`config.mk`:
```
export PLATFORM = sky130hd
export DESIGN_NAME = alarm_trigger
export DESIGN_NICKNAME = d
export VERILOG_FILES = /design/src/rtl/alarm_trigger.sv
export SDC_FILE = /design/constraint.sdc
export NUM_CORES = 1
export LEC_CHECK = 0
export BUFFER_PORTS_ARGS = -buffer_cell sky130_fd_sc_hd__buf_2
export CAP_MARGIN = 20
export CORE_AREA = 2 2 68 54
export DETAILED_ROUTE_END_ITERATION = 8
export DIE_AREA = 0 0 70 56
export MAX_ROUTING_LAYER = met4
export PLACE_DENSITY = 0.81
export SLEW_MARGIN = 25
export SYNTH_ARGS = -nofsm -noshare
export SYNTH_HDL_FRONTEND = slang
export SYNTH_SLANG_ARGS = --single-unit
```
`constraint.sdc`:
```
create_clock -name C -period 2.5 [get_ports C]
set_input_delay 0.125 -clock C [delete_from_list [all_inputs] [get_ports C]]
set_output_delay 0.125 -clock C [all_outputs]
set_load 0.02 [all_outputs]
```
`src/rtl/alarm_trigger.sv`:
```
// alarm_trigger: alarm-time compare plus ring/snooze/stop FSM driving the buzzer.
// Define ALARM_BEEP_PATTERN_EN for a 1 s on / 1 s off beep instead of a continuous tone.
module alarm_trigger #(
   parameter int RING_SECONDS   = 60,
   parameter int SNOOZE_MINUTES = 9,
   parameter int MAX_SNOOZES    = 3,
   parameter int TIMER_W        = 10
) (
   input  logic               C,
   input  logic               CLR,
   input  logic               TICK,
   input  logic [5:0]         CUR_MINUTES,
   input  logic [4:0]         CUR_HOURS,
   input  logic [5:0]         ALARM_MINUTES,
   input  logic [4:0]         ALARM_HOURS,
   input  logic               ALARM_EN,
   input  logic               SNOOZE,
   input  logic               STOP,
   output logic               BUZZER,
   output logic [1:0]         STATE,
   output logic [2:0]         SNOOZE_COUNT,
   output logic [TIMER_W-1:0] TIMER
);
   typedef enum logic [1:0] {
      IDLE     = 2'b00,
      RINGING  = 2'b01,
      SNOOZING = 2'b10,
      HOLDOFF  = 2'b11
   } state_t;

   localparam logic [TIMER_W-1:0] RING_LAST   = TIMER_W'(RING_SECONDS - 1);
   localparam logic [TIMER_W-1:0] SNOOZE_LOAD = TIMER_W'(SNOOZE_MINUTES * 60);
   localparam logic [TIMER_W-1:0] T_ONE       = TIMER_W'(1);
   localparam logic [2:0]         MAX_S       = 3'(MAX_SNOOZES);

   state_t               state_q, state_d;
   logic [TIMER_W-1:0]   timer_q, timer_d;
   logic [2:0]           cnt_q, cnt_d;
   logic                 buzz_q, buzz_d;
   logic                 match;

   assign match = (CUR_MINUTES == ALARM_MINUTES) && (CUR_HOURS == ALARM_HOURS);

   always_comb begin
      state_d = state_q;
      timer_d = timer_q;
      cnt_d   = cnt_q;
      if (!ALARM_EN) begin
         state_d = IDLE;
      end else begin
         case (state_q)
            IDLE: if (match) begin
               state_d = RINGING;
               timer_d = '0;
               cnt_d   = '0;
            end
            RINGING: if (STOP) begin
               state_d = HOLDOFF;
            end else if (SNOOZE && cnt_q < MAX_S) begin
               state_d = SNOOZING;
               timer_d = SNOOZE_LOAD;
               cnt_d   = cnt_q + 3'd1;
            end else if (TICK) begin
               if (timer_q >= RING_LAST) state_d = HOLDOFF;
               else timer_d = timer_q + T_ONE;
            end
            SNOOZING: if (STOP) begin
               state_d = HOLDOFF;
            end else if (TICK) begin
               if (timer_q == T_ONE) begin
                  state_d = RINGING;
                  timer_d = '0;
               end else if (timer_q != '0) begin
                  timer_d = timer_q - T_ONE;
               end
            end
            default: if (!match) state_d = IDLE;
         endcase
      end
      if (state_d == IDLE) cnt_d = '0;
`ifdef ALARM_BEEP_PATTERN_EN
      // buzz_q doubles as the beep phase: set on entry, toggled per TICK while ringing
      buzz_d = (state_d != RINGING) ? 1'b0 :
               (state_q != RINGING) ? 1'b1 :
               TICK ? ~buzz_q : buzz_q;
`else
      buzz_d = (state_d == RINGING);
`endif
   end

   always_ff @(posedge C or posedge CLR) begin
      if (CLR) begin
         state_q <= IDLE;
         timer_q <= '0;
         cnt_q   <= '0;
         buzz_q  <= 1'b0;
      end else begin
         state_q <= state_d;
         timer_q <= timer_d;
         cnt_q   <= cnt_d;
         buzz_q  <= buzz_d;
      end
   end

   assign BUZZER       = buzz_q;
   assign STATE        = state_q;
   assign SNOOZE_COUNT = cnt_q;
   assign TIMER        = timer_q;
endmodule
```
==> out/qor.log <==
qor: sta.rsz_0062_raised_after_global_routing false
qor: cells_and_area.num_antenna_cells 0
qor: yosys.synth.yosys.seq_area_share 24.4%
qor: min_path.hold_path_class in -> reg
qor: pwr.vdd_drop_max 0.000536 V
qor: yosys.main_combinational_cell_family_by_area_after_synthesis compound AO/OA/AOI/OAI gates
qor: critical_path.cp-start-kind flip-flop
qor: yosys.parity_gate_share_of_the_synthesized_area_counting_xor_and_xnor_cells 8.02%
qor: floorplanning.die_w 70 um
qor: route.routed.top_layer met4
qor: floorplanning.dieArea 0.00392 mm^2
qor: global_routing.grt_first_pass_wirelength 8.13 mm
qor: critical_path.critical_path.cell_chain inv_1 -> ha_1 -> inv_1 -> a31oi_1 -> or4_4 -> a21oi_1 -> o21ai_1
qor: global_routing.antenna_found_initial 0
qor: cells_and_area.finalCoreUtilization 62.6%
qor: yosys.yosys.cell_types.count 49
qor: sta.postLayoutSetupSlackWorst 0.130 ns
qor: status.run_status finished, final reports clean
qor: yosys.synth-adder-area-share 6.88%
qor: yosys.synthDominantAreaCellType dfrtp_1
qor: yosys.synth_compound_gate_area_share 30.1%
qor: sta.min_period_over_period 94.8%
qor: sta.clock.fmax 0.422 GHz
qor: sta.finClkSkew 0.00110 ns
qor: placed_design.worst_setup_slack_before_clock_tree_synthesis 0.126 ns
qor: route.drc 0
qor: clocking.tritoncts.num_buffers 3
qor: sta.fin_setup_tns 0 ns
qor: critical_path.timing.critical_path.max_delay_family simple AND/OR/NAND/NOR gates
qor: clocking.tritoncts done
qor: route.wl_met1 2.07 mm
qor: critical_path.crit_path_max_fanout 9
qor: route.drt-total-wl 4.83 mm
qor: yosys.synth_area_per_cell 8.23 um^2
qor: route.detail_route.wl_per_cell 16.9 um
qor: yosys.yosysMostFrequentCell nand2_1
qor: critical_path.logic_depth_of_the_worst_register_to_register_path 7
qor: route.dr.pass1.iters 5
qor: min_path.holdCritStartpoint ALARM_EN
qor: global_routing.grt.overflow.total 0
qor: floorplanning.core 0.00320 mm^2
qor: min_path.whs_endpoint STATE[0]$_DFF_PP0_
qor: run.max_cap_violations 0
qor: yosys.number_of_synthesized_flops_with_an_enable_pin 0
qor: route.met3_length 677 um
qor: pwr.power_density 843 mW/mm^2
qor: yosys.syn_nets 236
qor: clocking.clock_pin_slew_on_the_worst_setup_and_hold_paths 0.07 ns
qor: yosys.synth_seq_cells 16
qor: cells_and_area.finish.net_count 284
qor: yosys.postSynthCellCount 199
qor: global_routing.grtUsageTotal 26.5%
qor: yosys.synth.cells.most_frequent nand2_1 (17), dfrtp_1 (16), inv_1 (15)
qor: global_routing.grt_pass1_vias 1,683
qor: sta.hold_viol_final 0
qor: critical_path.cpMostUsedCell inv_1
qor: critical_path.critPathBufInv 2
qor: placed_design.portBuffers 43
qor: placed_design.dp_hpwl 3.61 mm
qor: cells_and_area.post_route_cells_drive_above_1_share 28.0%
qor: sta.worst_pin_slew 0.641 ns
qor: clocking.htreeDepth 1
qor: critical_path.worstPathRequired 2.65 ns
qor: yosys.async_flop_share 100%
qor: pwr.total_power 1690 uW
qor: floorplanning.initial_core_util 51.2%
qor: critical_path.critPathMaxStageDelay 0.61 ns
qor: yosys.postSynth.topFlopCell dfrtp_1
qor: global_routing.pin_count_of_the_biggest_net_entering_global_routing 17
qor: clocking.clk_root_buffer_cell clkbuf_8
qor: critical_path.timing.critical_path.arrival 2.52 ns
qor: cells_and_area.area_delta_synth_final 22.2%
qor: critical_path.rr_startpoint STATE[0]$_DFF_PP0_
qor: critical_path.slowest_stage or4_4
qor: sta.maxSlewHeadroom 57.2%
qor: yosys.synth-simple-area-share 24.6%
qor: yosys.syn-cell-area 0.00164 mm^2
qor: critical_path.worst_setup_path_end_kind flip-flop
qor: min_path.whs_path_depth 3
qor: clocking.clk_path_buf_depth 2
qor: yosys.yosys-top-cells-area dfrtp_1 (24%), ha_1 (6.9%), nor4_4 (6.5%)
qor: route.vias_per_cell 6.41
qor: yosys.yosysWarnings 0
qor: route.route.met2.wl 2.03 mm
qor: critical_path.worst-setup-path-type reg -> reg
qor: sta.finalCriticalPeriod 2.37 ns
qor: critical_path.r2r_slack 0.13 ns
qor: cells_and_area.filler_cell_count 289
qor: floorplanning.ios 44
qor: placed_design.final_replace_weighted_congestion 1.03
qor: route.drt-initial-drc-count 241
qor: sta.timing_max_transition_violations_final 0
qor: yosys.synth_largest_type_area_fraction 24.4%
qor: route.route.antenna.remaining_nets 0
qor: clocking.clock_insertion_delay_worst_skew 0.26 ns
qor: cells_and_area.multiInputGateArea 0.00115 mm^2
qor: pwr.p_leak 0.000883 uW
qor: yosys.synth.area.mux_share 0%
qor: cells_and_area.seq_area 400 um^2
qor: route.dr_vias 1,833
qor: floorplanning.floorplan.die.height 56 um
qor: sta.finalSetupViolations 0
qor: critical_path.regToRegEndpoint TIMER[4]$_DFFE_PP0P_
qor: sta.hold_slack 0.212 ns
qor: floorplanning.placementRows 18
qor: clocking.clock-sinks 16
[power breakdown]
part / switching [uW] / total, uW / internal (uW)
Clock: 103 / 244 / 140
Sequential: 58.8 / 358 / 299
Combinational: 688 / 1090 / 397
Total: 851 / 1690 / 836
[layout by cell type, fill, tap and decap left out, types with 4 or more instances in the layout]
master	n
buf_4	9
ha_1	9
o22ai_1	4
inv_1	15
clkbuf_8	4
nand3_1	10
nand2_1	16
xor2_1	12
nor2_1	10
a32oi_1	4
o21ai_0	14
buf_2	43
o21ai_1	5
a31oi_1	7
nor4_4	5
a21oi_1	12
dfrtp_1	16
[worst reg2reg max path: stages (launching register included)]
cell and delay [ns]:
dfrtp_1 0.49, inv_1 0.13, ha_1 0.35, inv_1 0.24
a31oi_1 0.18, or4_4 0.61, a21oi_1 0.17, o21ai_1 0.07
[state kept, by name, indices dropped and copies added, names as in the netlist]
register,flops
BUZZER,1
SNOOZE_COUNT,3
STATE,2
TIMER,10
[through the flow]
| stage | cell area [um^2] | cells |
|---|---|---|
| global route | 2000 | 286 |
| global placement | 1920 | 280 |
| floorplan | 1640 | 199 |
| finish | 2000 | 286 |
| detailed placement | 1920 | 280 |
| CTS | 1990 | 285 |
[layer usage]
layer  GRT usage (%)  vias up
li1                -      843
met1            38.6      835
met2            35.5      145
met3            7.43       10
met4            7.14        0
met5               -        -
[worst max path at each step]
stage	from	endpoint	slack (ns)	cells after the start
finish	STATE[0]$_DFF_PP0_	TIMER[4]$_DFFE_PP0P_	0.13	7
global route	STATE[0]$_DFF_PP0_	TIMER[4]$_DFFE_PP0P_	0.009	7
CTS	STATE[0]$_DFF_PP0_	TIMER[4]$_DFFE_PP0P_	0.10	7
detailed placement	STATE[0]$_DFF_PP0_	TIMER[4]$_DFFE_PP0P_	0.13	7
global placement	STATE[0]$_DFF_PP0_	TIMER[9]$_DFFE_PP0P_	0.21	6
floorplan	STATE[0]$_DFF_PP0_	TIMER[9]$_DFFE_PP0P_	0.22	8
[logic make-up (layout without fill, tap and decap cells)]
| group | after synthesis | in the layout |
|---|---|---|
| buffers and inverters | 25 | 72 |
| AO/OA/AOI/OAI | 71 | 71 |
| flip-flops | 16 | 16 |
| XOR/XNOR | 15 | 15 |
| adder cells (fa/ha/maj) | 9 | 9 |
| AND/OR/NAND/NOR | 63 | 63 |
[timing repair]
action,in CTS,in global routing
hold buffers,1,0
setup buffers,0,1
hold endpoints to repair,16,0
endpoints found under the setup margin,0,10
resized for setup,0,3
[layout make-up]
| class | count | share of cell area, % |
|---|---|---|
| tap | 40 | 2.50 |
| inverter | 15 | 2.81 |
| sequential | 16 | 20.0 |
| clock buffer | 4 | 2.75 |
| multi-input combinational | 158 | 57.3 |
| timing repair buffer | 53 | 14.6 |
Power figures use the tool's default switching activity.
